### src/rtl/sar_code_fifo_if.sv
// ---------------------------------------------------------------------------
// sar_code_fifo_if
//   Bundles the code-capture and readout signals of sar_code_fifo.
//
//   din        : conversion code from the SAR (din[9] = D9 ... din[0] = D0)
//   conv_done  : one-cycle strobe, din valid in this cycle
//   dout       : FIFO head (averaged code)
//   dout_valid : FIFO head is valid
//   dout_ready : consumer accepts dout when dout_valid & dout_ready
//   level      : FIFO occupancy, 0..DEPTH
//   ovf        : sticky overflow flag
//   clr_ovf    : clears ovf
//
//   master : the SAR/readout side that drives codes and drains results
//   slave  : the sar_code_fifo block itself
// ---------------------------------------------------------------------------
interface sar_code_fifo_if #(
    parameter int DATA_W = 10,
    parameter int DEPTH  = 8
);
    logic [DATA_W-1:0]        din;
    logic                     conv_done;
    logic [DATA_W-1:0]        dout;
    logic                     dout_valid;
    logic                     dout_ready;
    logic [$clog2(DEPTH):0]   level;
    logic                     ovf;
    logic                     clr_ovf;

    modport master (
        output din, conv_done, dout_ready, clr_ovf,
        input  dout, dout_valid, level, ovf
    );

    modport slave (
        input  din, conv_done, dout_ready, clr_ovf,
        output dout, dout_valid, level, ovf
    );
endinterface

### src/rtl/sar_code_fifo.sv
// ---------------------------------------------------------------------------
// sar_code_fifo
//   Captures 10-bit SAR conversion codes on conv_done, averages
//   2^AVG_LOG2 consecutive codes with round-half-up, and queues the
//   results in a show-ahead FIFO drained through a valid/ready handshake.
//
//   Ports:
//     CLKS : sample clock, all logic on the rising edge
//     rst  : synchronous, active-high reset
//     bus  : sar_code_fifo_if.slave (din, conv_done, dout, dout_valid,
//            dout_ready, level, ovf, clr_ovf)
//
//   Parameters:
//     DATA_W   : code width
//     AVG_LOG2 : log2 of samples per result (0..4, 0 = pass-through)
//     DEPTH    : FIFO entries, power of two, >= 2
// ---------------------------------------------------------------------------
module sar_code_fifo #(
    parameter int DATA_W   = 10,
    parameter int AVG_LOG2 = 2,
    parameter int DEPTH    = 8
) (
    input  logic            CLKS,
    input  logic            rst,
    sar_code_fifo_if.slave  bus
);

    localparam int ACC_W  = DATA_W + AVG_LOG2;
    localparam int CNT_W  = (AVG_LOG2 > 0) ? AVG_LOG2 : 1;
    localparam int PTR_W  = $clog2(DEPTH);
    localparam int LVL_W  = PTR_W + 1;
    localparam int RND_SH = (AVG_LOG2 > 0) ? AVG_LOG2 - 1 : 0;

    // With AVG_LOG2 = 0 the counter is a constant 0 that always equals
    // CNT_LAST, so every strobe finishes a result without special casing.
    localparam logic [CNT_W-1:0] CNT_LAST = CNT_W'((1 << AVG_LOG2) - 1);
    localparam logic [ACC_W:0]   RND      = (AVG_LOG2 > 0) ?
                                            ((ACC_W + 1)'(1) << RND_SH) :
                                            (ACC_W + 1)'(0);

    typedef enum logic [0:0] {
        ST_ACC  = 1'b0,
        ST_PUSH = 1'b1
    } state_t;

    // Averaging front end
    state_t              state_q, state_d;
    logic [ACC_W-1:0]    acc_q, acc_d;
    logic [CNT_W-1:0]    cnt_q, cnt_d;
    logic [DATA_W-1:0]   result_q, result_d;
    logic [ACC_W:0]      sum_rnd;
    logic                last_sample;

    // FIFO
    logic [DATA_W-1:0]   mem_q [DEPTH];
    logic [DATA_W-1:0]   mem_d [DEPTH];
    logic [PTR_W-1:0]    wr_ptr_q, wr_ptr_d;
    logic [PTR_W-1:0]    rd_ptr_q, rd_ptr_d;
    logic [LVL_W-1:0]    level_q, level_d;
    logic [LVL_W-1:0]    head_avail;
    logic [DATA_W-1:0]   dout_q, dout_d;
    logic                dout_valid_q, dout_valid_d;
    logic                ovf_q, ovf_d;
    logic                wr_req, wr_en, pop, full, ovf_set;

    // Averaging FSM, next state. acc and cnt are already cleared whenever
    // we sit in PUSH, so a strobe arriving in PUSH simply restarts the
    // accumulation (acc = din, cnt = 1) through the same path as in ACC;
    // with AVG_LOG2 = 0 that strobe produces the next result and we stay
    // in PUSH.
    always_comb begin
        state_d     = ST_ACC;
        acc_d       = acc_q;
        cnt_d       = cnt_q;
        result_d    = result_q;
        last_sample = (cnt_q == CNT_LAST);
        sum_rnd     = {1'b0, acc_q} + (ACC_W + 1)'(bus.din) + RND;

        unique case (state_q)
            ST_ACC, ST_PUSH: begin
                if (bus.conv_done) begin
                    if (last_sample) begin
                        result_d = DATA_W'(sum_rnd >> AVG_LOG2);
                        acc_d    = '0;
                        cnt_d    = '0;
                        state_d  = ST_PUSH;
                    end else begin
                        acc_d    = acc_q + ACC_W'(bus.din);
                        cnt_d    = cnt_q + CNT_W'(1);
                        state_d  = ST_ACC;
                    end
                end
            end
            default: state_d = ST_ACC;
        endcase
    end

    // FIFO control. The registered head only looks at entries that were
    // already stored before this edge, so a write becomes visible on dout
    // one edge later; a pop exposes the next stored entry with no bubble.
    always_comb begin
        wr_req     = (state_q == ST_PUSH);
        pop        = dout_valid_q & bus.dout_ready;
        full       = (level_q == LVL_W'(DEPTH));
        wr_en      = wr_req & (~full | pop);
        ovf_set    = wr_req & full & ~pop;

        mem_d      = mem_q;
        wr_ptr_d   = wr_ptr_q;
        rd_ptr_d   = rd_ptr_q;
        level_d    = level_q;

        if (wr_en) begin
            mem_d[wr_ptr_q] = result_q;
            wr_ptr_d        = wr_ptr_q + PTR_W'(1);
        end
        if (pop) begin
            rd_ptr_d = rd_ptr_q + PTR_W'(1);
        end

        unique case ({wr_en, pop})
            2'b10:   level_d = level_q + LVL_W'(1);
            2'b01:   level_d = level_q - LVL_W'(1);
            default: level_d = level_q;
        endcase

        head_avail   = level_q - LVL_W'(pop);
        dout_valid_d = (head_avail != '0);
        dout_d       = dout_valid_d ? mem_q[rd_ptr_d] : dout_q;

        // Set beats clear when both happen in the same cycle.
        ovf_d        = ovf_set | (ovf_q & ~bus.clr_ovf);
    end

    // State and control registers with synchronous reset; reset drops any
    // partial sum and empties the FIFO.
    always_ff @(posedge CLKS) begin
        if (rst) begin
            state_q      <= ST_ACC;
            acc_q        <= '0;
            cnt_q        <= '0;
            result_q     <= '0;
            wr_ptr_q     <= '0;
            rd_ptr_q     <= '0;
            level_q      <= '0;
            dout_q       <= '0;
            dout_valid_q <= 1'b0;
            ovf_q        <= 1'b0;
        end else begin
            state_q      <= state_d;
            acc_q        <= acc_d;
            cnt_q        <= cnt_d;
            result_q     <= result_d;
            wr_ptr_q     <= wr_ptr_d;
            rd_ptr_q     <= rd_ptr_d;
            level_q      <= level_d;
            dout_q       <= dout_d;
            dout_valid_q <= dout_valid_d;
            ovf_q        <= ovf_d;
        end
    end

    // Storage needs no reset: level and pointers decide what is valid.
    always_ff @(posedge CLKS) begin
        mem_q <= mem_d;
    end

    assign bus.dout       = dout_q;
    assign bus.dout_valid = dout_valid_q;
    assign bus.level      = level_q;
    assign bus.ovf        = ovf_q;

endmodule

### src/flat_wrapper.sv
// flat-port wrapper written by rule: the top's interface ports become plain ports
module sar_code_fifo_flat 
#(
    parameter int DATA_W   = 10,
    parameter int AVG_LOG2 = 2,
    parameter int DEPTH    = 8
)
  (CLKS, rst, bus_din, bus_conv_done, bus_dout_ready, bus_clr_ovf, bus_dout, bus_dout_valid, bus_level, bus_ovf);
  sar_code_fifo_if #(.DATA_W(DATA_W), .DEPTH(DEPTH)) bus_i ();
  input  logic CLKS;
  input  logic rst;
  input wire logic [$bits(bus_i.din)-1:0] bus_din;
  input wire logic [$bits(bus_i.conv_done)-1:0] bus_conv_done;
  input wire logic [$bits(bus_i.dout_ready)-1:0] bus_dout_ready;
  input wire logic [$bits(bus_i.clr_ovf)-1:0] bus_clr_ovf;
  output wire logic [$bits(bus_i.dout)-1:0] bus_dout;
  output wire logic [$bits(bus_i.dout_valid)-1:0] bus_dout_valid;
  output wire logic [$bits(bus_i.level)-1:0] bus_level;
  output wire logic [$bits(bus_i.ovf)-1:0] bus_ovf;
  assign bus_i.din = bus_din;
  assign bus_i.conv_done = bus_conv_done;
  assign bus_i.dout_ready = bus_dout_ready;
  assign bus_i.clr_ovf = bus_clr_ovf;
  assign bus_dout = bus_i.dout;
  assign bus_dout_valid = bus_i.dout_valid;
  assign bus_level = bus_i.level;
  assign bus_ovf = bus_i.ovf;
  sar_code_fifo #(.DATA_W(DATA_W), .AVG_LOG2(AVG_LOG2), .DEPTH(DEPTH)) u_core (.CLKS(CLKS), .rst(rst), .bus(bus_i));
endmodule
### config.mk
export PLATFORM = sky130hd
export DESIGN_NAME = sar_code_fifo_flat
export DESIGN_NICKNAME = d
export VERILOG_FILES = /design/src/rtl/sar_code_fifo_if.sv /design/src/rtl/sar_code_fifo.sv /design/src/flat_wrapper.sv
export SDC_FILE = /design/constraint.sdc
export NUM_CORES = 1
export LEC_CHECK = 0
export CAP_MARGIN = 20
export CORE_UTILIZATION = 40
export CTS_CLUSTER_SIZE = 16
export DETAILED_ROUTE_END_ITERATION = 8
export HOLD_SLACK_MARGIN = 0.02
export PLACE_DENSITY = 0.64
export SLEW_MARGIN = 20
export SYNTH_ARGS = -nofsm -noshare
export SYNTH_HDL_FRONTEND = slang
export SYNTH_SLANG_ARGS = --single-unit
### constraint.sdc
create_clock -name CLKS -period 6.1 [get_ports CLKS]
set_input_delay 1.22 -clock CLKS [delete_from_list [all_inputs] [get_ports CLKS]]
set_output_delay 1.22 -clock CLKS [all_outputs]
set_load 0.03 [all_outputs]
# [Word level (Yosys, flattened, before mapping)]
# Cells that the tools add are included.
[word_totals] ff_bits=127 in_bits=15 out_inout_bits=16
[classes] addsub=9 magnitude_cmp=3 eq_ne=4 mux=11 n_bitwise=13 n_reduce_logical=5
[op_table] cell="$bwmux W80" count=1
[op_table] cell="$bmux W10 S3" count=1
[op_table] cell="$demux W10 S3" count=1
[op_table] cell="$mux W10" count=3
[op_table] cell="$add A12 B10 Y12" count=2
[op_table] cell="$add A12 B2 Y12 const B" count=1
[op_table] cell="$mux W12" count=1
[op_table] cell="$ge A4 B4 Y1 const B" count=2
[op_table] cell="$not A3 Y4" count=2
[op_table] cell="$pmux W4 S2" count=1
[op_table] cell="$add A3 B1 Y3 const B" count=2
[op_table] cell="$and A1 B1 Y1" count=5
[op_table] cell="$add A4 B1 Y4 const B" count=1
[op_table] cell="$eq A2 B2 Y1 const B" count=2
[op_table] cell="$eq A4 B4 Y1 const B" count=1
[op_table] cell="$lt A4 B1 Y1 const B" count=1
[op_table] cell="$not A1 Y1" count=4
[op_table] cell="$reduce_bool A4 Y1" count=1
[op_table] cell="$sub A4 B1 Y4" count=1
[op_table] cell="$sub A4 B1 Y4 const B" count=1
[op_table] cell="$mux W3" count=1
[op_table] cell="$add A2 B1 Y2 const B" count=1
[op_table] cell="$eq A2 B1 Y1 const B" count=1
[op_table] cell="$mux W2" count=1
[op_table] cell="6 further kinds" count=7

# [Logic depth before layout (Yosys ltp)]
[depth] depth_word=6 depth_mapped=12 ltp_nobuf=11

# [Least setup slack after synthesis]
# No wires, ideal clock.
[synth_path] path_kind="input port to flip-flop" startpoint="input bus_din[1]" endpoint="register u_core.result_q[7]" setup_ns=0.116 t_arrival_ns=3.275 required_ns=5.984 path_slack_ns=2.709 cell_stages=10 n_path_buf=0 cell_sequence="inv_1 -> ha_1 -> nand2b_1 -> fa_1 -> o21bai_1 -> a221oi_2 -> o41a_1 -> o221ai_2 -> o211ai_1 -> a41o_1"
[synth_via] elab_chain_cells=2
[synth_lines] item="start, declared" line="flat_wrapper.sv:12" rtl="input wire logic [$bits(bus_i.din)-1:0] bus_din;"
[synth_lines] item="$add A12 B10 Y12" line="sar_code_fifo.sv:77" rtl="sum_rnd = {1'b0, acc_q} + (ACC_W + 1)'(bus.din) + RND;"
[synth_lines] item="$add A12 B2 Y12" line="sar_code_fifo.sv:77"
[synth_lines] item="end signal, assigned" line="sar_code_fifo.sv:153" rtl="result_q <= result_d;"
[synth_lines] item="end, declared" line="sar_code_fifo.sv:50" rtl="logic [DATA_W-1:0] result_q, result_d;"
# Every way passes these cells.
# A chain may end at the register's enable or synchronous reset.

# [Worst setup path after layout]
# Ends and elaborated chain as after synthesis.

==> impl_results.md <==
* Inserted Diodes at 0
* Drt wl/cell at ~16 um
* Vias in the first global route at 3555
* Postcts setup bufs at 0
* FF/Latch Area at between 3000 and 4000 sq um
* Worst Hold Class: reg -> reg
* Worst path max stage delay at approximately 0.54 ns
* Share of layout cells above drive strength 1 at 13.6%
* First-pass GRT wire length at ~18000 um
* Placer Congestion at roughly 0.79
* Peak supply drop at between 0.2 and 0.25 mV
* DIE HEIGHT at 123 um
* Latest clock arrival within the worst-skew pair at ~0.41 ns
* WP data required at around 6.4 ns
* Final Slew Violations at 0
* Reg clk slew, reported paths at roughly 0.060 ns
* Area grow syn2layout at 18.9%
* Tmin final at 3.75 ns
* Top cell type by total area after synthesis: edfxtp_1
* CTS Buf Count at 17
* CTS tree: built
* Die Width at roughly 120 um
* Hold_buf cts at 0
* Worst-Margin Slew at 1.05 ns
* Unique masters post-synth at 60
* FFs w/ async S/R, synth at 0%
* Final setup vio count at 0
* Post_cts resized at 0
* Commonest non-fill, non-tap cell in the layout: edfxtp_1
* Startpoint types: primary input
* Crit path max fanout at 4
* Sum of net half-perimeters after detailed placement at 7180 um
* Post-synth EDFFs at 80
* # IOs at 31
* Top FF cell, synth: edfxtp_1
* Largest net degree at the start of global routing at 26
* Endpoints failing hold at 0
* Core ar. at roughly 14000 sq um
* CP max stage cell: clkdlybuf4s50_1
* Number of cell rows at between 40 and 50
* Post-Route WL at around 11000 um
* Drt pass-1 iters at 4
* MaxCap Viol Count at 0
* Period Utilization, post-route at 61.5%
* RSZ-0062 raised after global routing: no
* Final nets at ~530
* Footprint of the multi-input gates at around 2400 sq um
* Iter 0 DRT Violations at 264
* Filler instances at approximately 1200
* Syn Std Cell Area at 5840 sq um
* Vias post-DR at between 3000 and 4000
* Synth top area cells: edfxtp_1 41%, dfxtp_1 16%, mux4_2 7.7%
* Initial antenna violation count at 0
* GRT Total Usage at about 16%
* Status: finished clean
* Synth top area share at between 40% and 50%
* Detail Route Antenna Nets at 0
* Skew final at between 0.008 and 0.009 ns
* Pre-CTS WS at 1.95 ns
* Crit-path cells: clkdlybuf4s50_1, inv_1, ha_1, nand2b_1, fa_1, o21bai_1, a221oi_2, o41a_1, o221ai_2, o211ai_1, a41o_1
* Root Driver: clkbuf_16
* Achievable Freq at between 200 and 300 MHz
* Syn Nets at 490
* Grt ovf at 0
* Die area at 15100 sq um
* Relative slew slack at 29.3%
* Residual DRC at 0
* PwrDens at between 300 and 400 nW/um^2
* Ys Warns at 0
* Maximum clock path buffer count at 2
* Final setup margin at around 2.3 ns
* Port Buffer Count at 30
* FF+latch count, synth at ~130
* Arrival time at the worst endpoint at around 4 ns
* Placed cell count at between 600 and 700
* Vias per cell at 5.22
* Initial Util at 41.6%
* Setup TNS at 0 ns
* Crit Path Category: in -> reg
* Post-Layout Cell Count at roughly 670
* Pleak at between 2 and 3 nW
* Critical Path Sink Type: register
* Synthesized netlist cell count at 443
* H-tree levels at 4
* Clock sink count at approximately 130
* Post-synthesis sequential area ratio at a little under three fifths
* Most frequent cells in the layout: 80 x edfxtp_1, 47 x dfxtp_1, 37 x nand2_1
* Mean Syn Cell Area at 13.2 sq um
-- logic make-up after synthesis --
kind of cell / after synthesis / share of synthesized area, %
compound gates: 85 / 11.0
xor+xnor: 25 / 3.75
fa+ha+maj: 32 / 7.50
buf+inv: 31 / 2.29
flops: 127 / 57.3
mux: 23 / 8.23
simple gates: 120 / 9.97
-- synth_stat cells, drive strengths merged, types with 2 or more instances --
cell and count:
nand3b 2, a21oi 18, xnor2 11, nor2 33
ha 27, nor2b 9, o221ai 2, a211o 2
nand2 38, xor2 14, a31oi 5, dfxtp 47
and3 2, a22o 9, a311oi 2, fa 5
o21bai 2, nor3b 4, a211oi 2, or3 6
mux2i 3, a22oi 12, clkbuf 10, a21o 3
nand2b 8, a2bb2oi 2, a221oi 3, o21ai 12
and2 4, edfxtp 80, buf 7, o211ai 3
nand3 5, a41o 2, mux4 20, inv 14
nor3 4
-- registers in the layout, indices dropped and copies added, names as in the netlist, 2 cells and up --
signal	cells
u_core.acc_q	12
u_core.bus.dout	10
u_core.bus.level	4
u_core.cnt_q	2
u_core.mem_q	80
u_core.rd_ptr_q	3
u_core.result_q	10
u_core.wr_ptr_q	3
-- worst paths after layout --
check,from,to,cells after the start,slack [ns]
min,u_core.bus.dout[0]$_SDFFE_PP0P_,u_core.bus.dout[0]$_SDFFE_PP0P_,2,0.43
min reg2reg,u_core.bus.dout[0]$_SDFFE_PP0P_,u_core.bus.dout[0]$_SDFFE_PP0P_,2,0.43
max,bus_din[1],u_core.result_q[7]$_SDFFE_PP0P_,11,2.35
max reg2reg,u_core.acc_q[1]$_SDFFE_PP0P_,u_core.result_q[7]$_SDFFE_PP0P_,10,3.32
-- where the power goes --
group | switching (mW) | internal [mW]
Combinational | 0.175 | 0.139
Sequential | 0.0225 | 0.936
Clock | 0.356 | 0.639
Total | 0.554 | 1.71
-- final cells by class --
cell class / count / share of cell area [%]
flip-flops and latches: 127 / 48.1
multi-input cells: 285 / 34.8
clock buffers: 21 / 6.34
repair buffers: 33 / 4.65
well taps: 180 / 3.24
clock inverters: 11 / 2.02
inverters: 14 / 0.757
-- per-stage QoR --
stage          utilization [%]  power [mW]  hold WS (ns)  instance area (sq um)
2_1_floorplan                -        1.21         0.440                   5840
3_3_place_gp              45.3        1.28         0.425                   6350
3_5_place_dp              45.3        1.29         0.430                   6350
4_1_cts                   49.4        2.29         0.438                   6940
5_1_grt                   49.5        2.37         0.460                   6940
6_report                  49.5        2.27         0.433                   6940
-- worst max-delay path: cells and delay by family --
kind | cells | cell delay (ns)
compound gates | 6 | 1.26
fa+ha+maj | 2 | 0.78
buf+inv | 2 | 0.60
simple gates | 1 | 0.17
-- layer usage --
layer / track usage, % / routed length (um) / vias to the layer above
met5: 0 / 0 / -
met4: 5.79 / 178 / 0
met3: 4.32 / 297 / 17
met2: 27.6 / 5430 / 51
met1: 19.6 / 4930 / 1700
li1: - / - / 1737
No activity file was read; power rests on OpenSTA's default activity.
